## src/rtl/audio_pkg.sv

```systemverilog
// Shared constants, types and helpers for the I2S ADC capture block.
// Frame timing is expressed as positions of the free-running 256-count MCLK divider.
package audio_pkg;

  localparam int DEF_MCLK_LRCK_RATIO = 256;
  localparam int DEF_SCLK_LRCK_RATIO = 64;
  localparam int DEF_DATA_WIDTH      = 24;

  // I2S puts the MSB one SCLK after the LRCK edge, so slot 0 is skipped.
  localparam int SLOT_FIRST      = 1;
  localparam int SLOT_LAST       = 24;
  localparam int CAPTURE_PHASE   = 3;
  localparam int LATCH_LEFT_CNT  = 99;
  localparam int LATCH_RIGHT_CNT = 227;

  typedef enum logic {
    CH_LEFT  = 1'b0,
    CH_RIGHT = 1'b1
  } channel_e;

  function automatic logic slot_captured(input int slot);
    return (slot >= SLOT_FIRST) && (slot <= SLOT_LAST);
  endfunction

endpackage

```

## src/rtl/audio_in_if.sv

```systemverilog
// Timing bus from the I2S clock generator to the capture/handshake logic.
// The clock generator drives every signal; the capture side only listens.
interface audio_in_if;
  import audio_pkg::*;

  logic     sclk;
  channel_e lrck;
  logic     capture;
  logic     latch_left;
  logic     latch_right;

  modport master (
    output sclk,
    output lrck,
    output capture,
    output latch_left,
    output latch_right
  );

  modport slave (
    input sclk,
    input lrck,
    input capture,
    input latch_left,
    input latch_right
  );

endinterface

```

## src/rtl/audio_iis_clkgen.sv

```systemverilog
// Free-running MCLK divider producing SCLK/LRCK and the capture/latch strobes.
// SCLK and LRCK are plain divider flop bits, so they cannot glitch.
module audio_iis_clkgen
  import audio_pkg::*;
#(
  parameter int MCLK_LRCK_RATIO = DEF_MCLK_LRCK_RATIO,
  parameter int SCLK_LRCK_RATIO = DEF_SCLK_LRCK_RATIO
) (
  input  logic       clk_i,
  input  logic       rst_i,
  audio_in_if.master tim
);

  localparam int DIV_W    = $clog2(MCLK_LRCK_RATIO);
  localparam int SCLK_BIT = $clog2(MCLK_LRCK_RATIO / SCLK_LRCK_RATIO) - 1;

  localparam logic [SCLK_BIT:0] CAP_PHASE = CAPTURE_PHASE[SCLK_BIT:0];
  localparam logic [DIV_W-1:0]  LATCH_L   = LATCH_LEFT_CNT[DIV_W-1:0];
  localparam logic [DIV_W-1:0]  LATCH_R   = LATCH_RIGHT_CNT[DIV_W-1:0];

  logic [DIV_W-1:0]          div_cnt_q;
  logic [DIV_W-1:0]          div_cnt_d;
  logic [DIV_W-SCLK_BIT-3:0] slot;

  assign div_cnt_d = div_cnt_q + 1'b1;

  always_ff @(posedge clk_i) begin
    if (rst_i) begin
      div_cnt_q <= '0;
    end else begin
      div_cnt_q <= div_cnt_d;
    end
  end

  // Slot index within the current half-frame; the top bit selects the channel.
  assign slot = div_cnt_q[DIV_W-2:SCLK_BIT+1];

  assign tim.sclk        = div_cnt_q[SCLK_BIT];
  assign tim.lrck        = channel_e'(div_cnt_q[DIV_W-1]);
  assign tim.capture     = (div_cnt_q[SCLK_BIT:0] == CAP_PHASE) && slot_captured(int'(slot));
  assign tim.latch_left  = (div_cnt_q == LATCH_L);
  assign tim.latch_right = (div_cnt_q == LATCH_R);

endmodule

```

## src/rtl/audio_in.sv

```systemverilog
// I2S master receiver: generates MCLK/SCLK/LRCK for an ADC, deserialises both
// channels and offers each stereo pair on a valid/ready output with overflow flag.
module audio_in
  import audio_pkg::*;
#(
  parameter int OUT_MCLK_LRCK_RATIO = DEF_MCLK_LRCK_RATIO,
  parameter int OUT_SCLK_LRCK_RATIO = DEF_SCLK_LRCK_RATIO,
  parameter int DATA_WIDTH          = DEF_DATA_WIDTH
) (
  input  logic                  CLK_12288KHZ_I,
  input  logic                  RST_I,
  input  logic                  IIS_SDIN_I,
  input  logic                  LEFT_ENABLE_I,
  input  logic                  RIGHT_ENABLE_I,
  input  logic                  READY_I,
  output logic                  IIS_MCLK_O,
  output logic                  IIS_SCLK_O,
  output logic                  IIS_LRCK_O,
  output logic [DATA_WIDTH-1:0] LEFT_DATA_O,
  output logic [DATA_WIDTH-1:0] RIGHT_DATA_O,
  output logic                  VALID_O,
  output logic                  OVERFLOW_O
);

  audio_in_if tim ();

  audio_iis_clkgen #(
    .MCLK_LRCK_RATIO (OUT_MCLK_LRCK_RATIO),
    .SCLK_LRCK_RATIO (OUT_SCLK_LRCK_RATIO)
  ) u_clkgen (
    .clk_i (CLK_12288KHZ_I),
    .rst_i (RST_I),
    .tim   (tim)
  );

  logic                  sdin_q;
  logic [DATA_WIDTH-1:0] shift_q,    shift_d;
  logic [DATA_WIDTH-1:0] hold_q,     hold_d;
  logic [DATA_WIDTH-1:0] left_q,     left_d;
  logic [DATA_WIDTH-1:0] right_q,    right_d;
  logic                  valid_q,    valid_d;
  logic                  overflow_q, overflow_d;

  // Output handshake: a pair transfers on any edge where VALID_O and READY_I
  // are both high; data holds while VALID_O=1 and READY_I=0. A new pair
  // always loads; if the old one was still pending and not being taken on
  // that edge, OVERFLOW_O pulses for one cycle.
  always_comb begin
    shift_d    = shift_q;
    hold_d     = hold_q;
    left_d     = left_q;
    right_d    = right_q;
    valid_d    = valid_q;
    overflow_d = 1'b0;

    if (tim.capture) begin
      shift_d = {shift_q[DATA_WIDTH-2:0], sdin_q};
    end

    // The last data bit lands on the same edge as the latch, so use shift_d.
    if (tim.latch_left) begin
      hold_d = LEFT_ENABLE_I ? shift_d : '0;
    end

    if (tim.latch_right) begin
      left_d     = hold_q;
      right_d    = RIGHT_ENABLE_I ? shift_d : '0;
      valid_d    = 1'b1;
      overflow_d = valid_q && !READY_I;
    end else if (valid_q && READY_I) begin
      valid_d = 1'b0;
    end
  end

  always_ff @(posedge CLK_12288KHZ_I) begin
    if (RST_I) begin
      sdin_q     <= 1'b0;
      shift_q    <= '0;
      hold_q     <= '0;
      left_q     <= '0;
      right_q    <= '0;
      valid_q    <= 1'b0;
      overflow_q <= 1'b0;
    end else begin
      sdin_q     <= IIS_SDIN_I;
      shift_q    <= shift_d;
      hold_q     <= hold_d;
      left_q     <= left_d;
      right_q    <= right_d;
      valid_q    <= valid_d;
      overflow_q <= overflow_d;
    end
  end

  assign IIS_MCLK_O   = CLK_12288KHZ_I;
  assign IIS_SCLK_O   = tim.sclk;
  assign IIS_LRCK_O   = tim.lrck;
  assign LEFT_DATA_O  = left_q;
  assign RIGHT_DATA_O = right_q;
  assign VALID_O      = valid_q;
  assign OVERFLOW_O   = overflow_q;

endmodule

```

## config.mk

```make
export PLATFORM = sky130hd
export DESIGN_NAME = audio_in
export DESIGN_NICKNAME = d
export VERILOG_FILES = /design/src/rtl/audio_pkg.sv /design/src/rtl/audio_in_if.sv /design/src/rtl/audio_iis_clkgen.sv /design/src/rtl/audio_in.sv
export SDC_FILE = /design/constraint.sdc
export NUM_CORES = 1
export LEC_CHECK = 0
export CAP_MARGIN = 30
export CORE_MARGIN = 2
export CORE_UTILIZATION = 50
export DETAILED_ROUTE_END_ITERATION = 8
export PLACE_DENSITY = 0.75
export SYNTH_ARGS = -nofsm -noshare
export SYNTH_HDL_FRONTEND = slang
export SYNTH_SLANG_ARGS = --single-unit
```

## constraint.sdc

```tcl
create_clock -name CLK_12288KHZ_I -period 2.8 [get_ports CLK_12288KHZ_I]
set_input_delay 0.28 -clock CLK_12288KHZ_I [delete_from_list [all_inputs] [get_ports CLK_12288KHZ_I]]
set_output_delay 0.28 -clock CLK_12288KHZ_I [all_outputs]
set_load 0.05 [all_outputs]
```

# --- Yosys cells after proc, flatten, opt, wreduce, memory -nomap -nowiden ---
# Index checks and enable logic that the tools add are counted.
op_classes:
  add_sub_neg: 1
  magnitude_cmp: 2
  eq_ne: 3
  n_mux: 5
  n_bitwise: 1
  n_reduce_logical: 7
op_table:
  columns: ["operator", "n"]
  rows:
  - ["24-bit two-way mux", 3]
  - ["8-bit by 1-bit adder with 8-bit output (second input constant)", 1]
  - ["8-bit by 7-bit == test with 1-bit output (second input constant)", 1]
  - ["8-bit == test (second input constant)", 1]
  - ["5-bit by 1-bit greater-or-equal comparator with 1-bit output (second input constant)", 1]
  - ["5-bit less-or-equal comparator (second input constant)", 1]
  - ["1-bit logical AND", 4]
  - ["2-bit == test (second input constant)", 1]
  - ["1-bit two-way mux", 2]
  - ["2-bit nonzero test", 1]
  - ["2-bit OR reduction", 1]
  - ["1-bit zero test", 1]
  - ["1-bit inverter", 1]
totals:
  ff_bits: 107
  word_cells: 27

# --- Longest topological paths before layout ---
depth:
  word_depth: 5
  mapped_depth: 7

# --- Hierarchy ---
# From an unflattened synthesis, not the netlist that was laid out.
unflattened:
  hier_cells: 315
  area_unflattened_um2: 3736.1
by_module_without_submodules:
  columns: ["module", "n_inst", "cells_each", "area_per_inst_um2"]
  rows:
  - ["audio_in", 1, 273, 3375.7]
  - ["audio_iis_clkgen", 1, 42, 360.3]

==> metrics.txt <==
# TYPE chip_impl_metric gauge
chip_impl_metric{name="io-pin-count",unit=""} 59
chip_impl_metric{name="placeableCoreArea",unit="µm²"} 7690
chip_impl_metric{name="worst-r2r-cell-count",unit=""} 4
chip_impl_info{name="rsz_0062_raised_after_global_routing",value="false"} 1
chip_impl_metric{name="setup_viol",unit=""} 0
chip_impl_info{name="mostFrequentLayoutCell",value="sky130_fd_sc_hd__dfxtp_1"} 1
chip_impl_metric{name="critPathBufInv",unit=""} 3
chip_impl_metric{name="die-width",unit="µm"} 92.8
chip_impl_metric{name="routabilityCongestion",unit=""} 0.784
chip_impl_metric{name="global_route.usage.met2",unit="%"} 31.5
chip_impl_metric{name="detailed_place_hpwl",unit="µm"} 5730
chip_impl_metric{name="dr_total_vias",unit=""} 3047
chip_impl_metric{name="placed_area",unit="µm²"} 4560
chip_impl_metric{name="std_cell_rows",unit=""} 32
chip_impl_metric{name="congestion_overflow_gr",unit=""} 0
chip_impl_info{name="crit_path_frequent_cell",value="sky130_fd_sc_hd__clkbuf_8"} 1
chip_impl_metric{name="antenna_found_initial",unit=""} 0
chip_impl_metric{name="yosysUniqueCellTypes",unit=""} 32
chip_impl_metric{name="max_slew_margin",unit="%"} 42.5
chip_impl_metric{name="dr.pass1.iters",unit=""} 4
chip_impl_info{name="timing.critical_path.from_type",value="clock port"} 1
chip_impl_info{name="busiest_layer_in_global_routing",value="met2"} 1
chip_impl_metric{name="critPathMaxFanout",unit=""} 2
chip_impl_metric{name="placed_cells_incl_taps",unit=""} 516
chip_impl_metric{name="timing.final.hold_violations",unit=""} 0
chip_impl_metric{name="place.port_buffers",unit=""} 58
chip_impl_metric{name="ys.warnings.count",unit=""} 0
chip_impl_metric{name="met1_usage",unit="%"} 28.5
chip_impl_metric{name="pwr_density_cell",unit="nW/µm²"} 573
chip_impl_metric{name="share_seq_of_total_power",unit="%"} 55.0
chip_impl_metric{name="synth-seq-area-share",unit="%"} 53.8
chip_impl_metric{name="setup-tns-final",unit="ps"} 0
chip_impl_info{name="cts_tree",value="yes"} 1
chip_impl_metric{name="detail_route.drc_violations",unit=""} 0
chip_impl_metric{name="wl_per_cell",unit="µm"} 15.8
chip_impl_metric{name="drt-initial-drc-count",unit=""} 205
chip_impl_info{name="worst_r2r_dst",value="hold_q[23]"} 1
chip_impl_metric{name="via_per_inst",unit=""} 5.70
chip_impl_info{name="hold_path_class",value="in2reg"} 1
chip_impl_metric{name="met3_usage",unit="%"} 3.17
chip_impl_metric{name="cts.reportedPaths.clkPinSlew",unit="ps"} 100
chip_impl_metric{name="timing.hold.worst_path_depth",unit=""} 3
chip_impl_metric{name="floorplan.initialDensity",unit="%"} 51.3
chip_impl_metric{name="cells_after_synth",unit=""} 383
chip_impl_metric{name="cts_hold_buf",unit=""} 0
chip_impl_metric{name="via_count_of_the_first_global_routing_pass",unit=""} 2900
chip_impl_metric{name="p_leak",unit="nW"} 1.62
chip_impl_metric{name="count_of_nets_after_finishing",unit=""} 435
chip_impl_metric{name="flow.area_growth_from_synthesis",unit="%"} 22.3
chip_impl_metric{name="detail-route-antenna-nets",unit=""} 0
chip_impl_metric{name="final-instance-count-excl-fill",unit=""} 535
chip_impl_metric{name="insertedDiodeCount",unit=""} 0
chip_impl_metric{name="worst_slew_pin_slew",unit="ps"} 863
chip_impl_info{name="timing.hold.worst.start",value="RIGHT_ENABLE_I"} 1
chip_impl_info{name="yosys-top-cells-area",value="sky130_fd_sc_hd__dfxtp_1 (54%), sky130_fd_sc_hd__a22o_1 (10%), sky130_fd_sc_hd__mux2i_1 (5.8%)"} 1
chip_impl_metric{name="finalMaxSlewViolations",unit=""} 0
chip_impl_metric{name="largest_vdd_supply_drop",unit="mV"} 0.569
chip_impl_info{name="crit_type",value="clk2out"} 1
chip_impl_metric{name="combined_area_of_all_synthesized_cells",unit="µm²"} 3940
chip_impl_metric{name="drv.max_cap_violation_count",unit=""} 0
chip_impl_metric{name="mapped_avg_cell_area",unit="µm²"} 10.3
chip_impl_metric{name="fin_worst_hold_slack",unit="ps"} 422
chip_impl_metric{name="global_route.usage.total",unit="%"} 20.7
chip_impl_metric{name="post-route-cell-area",unit="µm²"} 4820
chip_impl_metric{name="insertion_delay",unit="ps"} 480
chip_impl_info{name="critical_path.top_delay_family",value="buffers and inverters"} 1
chip_impl_info{name="endpoint_kind_of_the_worst_setup_timing_path",value="output port"} 1
chip_impl_info{name="min_delay_worst_endpoint",value="RIGHT_DATA_O[23]"} 1
chip_impl_info{name="path_cells",value="clkbuf_8 > clkbuf_8 > clkdlybuf4s50_1"} 1
chip_impl_metric{name="power.internal",unit="mW"} 2.02
chip_impl_info{name="mostFrequentLayoutCells",value="sky130_fd_sc_hd__dfxtp_1 (106), sky130_fd_sc_hd__clkdlybuf4s50_1 (58), sky130_fd_sc_hd__a22o_1 (47), sky130_fd_sc_hd__a21oi_1 (30), sky130_fd_sc_hd__nand2_1 (29)"} 1
chip_impl_metric{name="critical-path-max-stage-delay",unit="ps"} 690
chip_impl_metric{name="cts.repair.resized",unit=""} 0
chip_impl_metric{name="die_area",unit="µm²"} 8610
chip_impl_metric{name="fp.dieH",unit="µm"} 92.8
chip_impl_metric{name="comb_power_share",unit="%"} 3.5
chip_impl_info{name="run_status",value="complete, no violations"} 1
chip_impl_metric{name="syn_nets",unit=""} 390
chip_impl_metric{name="critical_path_arrival",unit="ps"} 2310
chip_impl_metric{name="reg2reg_setup_slack",unit="ps"} 740
chip_impl_metric{name="share_clk_of_total_power",unit="%"} 41.5
chip_impl_metric{name="postCtsSetupRepairBufs",unit=""} 0
chip_impl_info{name="biggest_area_consumer_among_synthesized_cells",value="sky130_fd_sc_hd__dfxtp_1"} 1
chip_impl_metric{name="routed_wirelength",unit="µm"} 8430
chip_impl_metric{name="grt_max_degree",unit=""} 36
chip_impl_metric{name="drive_above_1_share",unit="%"} 8.31
chip_impl_metric{name="synth.ff_latch_count",unit=""} 106
chip_impl_metric{name="power.net_switching",unit="µW"} 741
chip_impl_metric{name="netlist.area_leader.share",unit="%"} 53.8
chip_impl_metric{name="worst-endpoint-required",unit="ps"} 2520
chip_impl_metric{name="power.share.switching",unit="%"} 26.8
chip_impl_info{name="critical-path-slowest-cell",value="sky130_fd_sc_hd__clkdlybuf4s50_1"} 1
chip_impl_metric{name="grt_first_pass_wirelength",unit="µm"} 14000
chip_impl_info{name="rr_startpoint",value="u_clkgen.div_cnt_q[2]"} 1
chip_impl_metric{name="timing.clock.skew",unit="ps"} 16.6
power groups by stage:
stage                     clock network (mW)  logic (mW)  registers (mW)
after floorplan                       0.0770      0.0643            1.55
after global placement                0.0824      0.0942            1.55
after detailed placement              0.0824      0.0959            1.55
after CTS                               1.18      0.0965            1.52
after global routing                    1.25       0.105            1.52
final                                   1.15      0.0967            1.52
worst register-to-register path, stage by stage (launching register included):
cell,delay (ps)
sky130_fd_sc_hd__dfxtp_1,410
sky130_fd_sc_hd__or3_1,390
sky130_fd_sc_hd__buf_4,240
sky130_fd_sc_hd__o31a_1,590
sky130_fd_sc_hd__a22o_1,340
final cells by class:
| class | instances | area [µm²] |
|---|---|---|
| repair buffers | 70 | 676 |
| multi-input cells | 236 | 1620 |
| flip-flops and latches | 106 | 2120 |
| inverters | 1 | 3.75 |
| clock inverters | 7 | 93.8 |
| clock buffers | 13 | 175 |
| well taps | 102 | 128 |
| fillers | 669 | 2870 |
synth_stat cells:
cell and count:
sky130_fd_sc_hd__a21oi_1 30, sky130_fd_sc_hd__a22o_1 47, sky130_fd_sc_hd__and4_1 1, sky130_fd_sc_hd__buf_1 1, sky130_fd_sc_hd__buf_2 9, sky130_fd_sc_hd__buf_4 1, sky130_fd_sc_hd__buf_6 4, sky130_fd_sc_hd__clkbuf_1 25
sky130_fd_sc_hd__dfxtp_1 106, sky130_fd_sc_hd__ha_1 1, sky130_fd_sc_hd__inv_1 1, sky130_fd_sc_hd__mux2i_1 23, sky130_fd_sc_hd__nand2_1 29, sky130_fd_sc_hd__nand2b_1 2, sky130_fd_sc_hd__nand3_1 28, sky130_fd_sc_hd__nand4_1 2
sky130_fd_sc_hd__nand4b_1 24, sky130_fd_sc_hd__nor2_1 4, sky130_fd_sc_hd__nor2b_1 2, sky130_fd_sc_hd__nor3_1 1, sky130_fd_sc_hd__nor3_2 1, sky130_fd_sc_hd__nor4_4 2, sky130_fd_sc_hd__o211a_1 1, sky130_fd_sc_hd__o21ai_0 7
sky130_fd_sc_hd__o21ai_1 20, sky130_fd_sc_hd__o311ai_2 1, sky130_fd_sc_hd__o31a_1 1, sky130_fd_sc_hd__o31ai_1 1, sky130_fd_sc_hd__or3_1 3, sky130_fd_sc_hd__or4_1 2, sky130_fd_sc_hd__xnor2_1 1, sky130_fd_sc_hd__xor2_1 2
per-stage QoR:
step                total power [mW]  util (%)  setup WS, ps
floorplan                       1.70         -           746
global placement                1.73      59.1           448
detailed placement              1.73      59.3           448
CTS                             2.79      62.7           197
global route                    2.87      62.7           186
finish                          2.76      62.7           206
kinds of logic (layout without fill, tap and decap cells):
| family | Yosys count | count (layout) | share of synthesized area [%] |
|---|---|---|---|
| buffers and inverters | 41 | 91 | 5.05 |
| XOR/XNOR | 3 | 3 | 0.667 |
| multiplexers | 23 | 23 | 5.84 |
| AO/OA/AOI/OAI | 108 | 108 | 18.8 |
| AND/OR/NAND/NOR | 101 | 101 | 15.5 |
| adder cells (fa/ha/maj) | 1 | 1 | 0.317 |
| flip-flops | 106 | 106 | 53.8 |
worst max-delay path by stage:
| stage | startpoint | to | cells past startpoint |
|---|---|---|---|
| floorplan | u_clkgen.div_cnt_q[1] | RIGHT_DATA_O[10] | 6 |
| global placement | CLK_12288KHZ_I | IIS_MCLK_O | 1 |
| detailed placement | CLK_12288KHZ_I | IIS_MCLK_O | 1 |
| CTS | CLK_12288KHZ_I | IIS_MCLK_O | 3 |
| global route | CLK_12288KHZ_I | IIS_MCLK_O | 3 |
| finish | CLK_12288KHZ_I | IIS_MCLK_O | 3 |
metal layers:
metal  routed length [µm]  vias to the layer above
met5                    0                        -
met4                  137                        0
met3                  385                       11
met2                 3890                       78
met1                 4020                     1460
li1                     -                     1498
No activity file was read; power rests on OpenSTA's default activity.
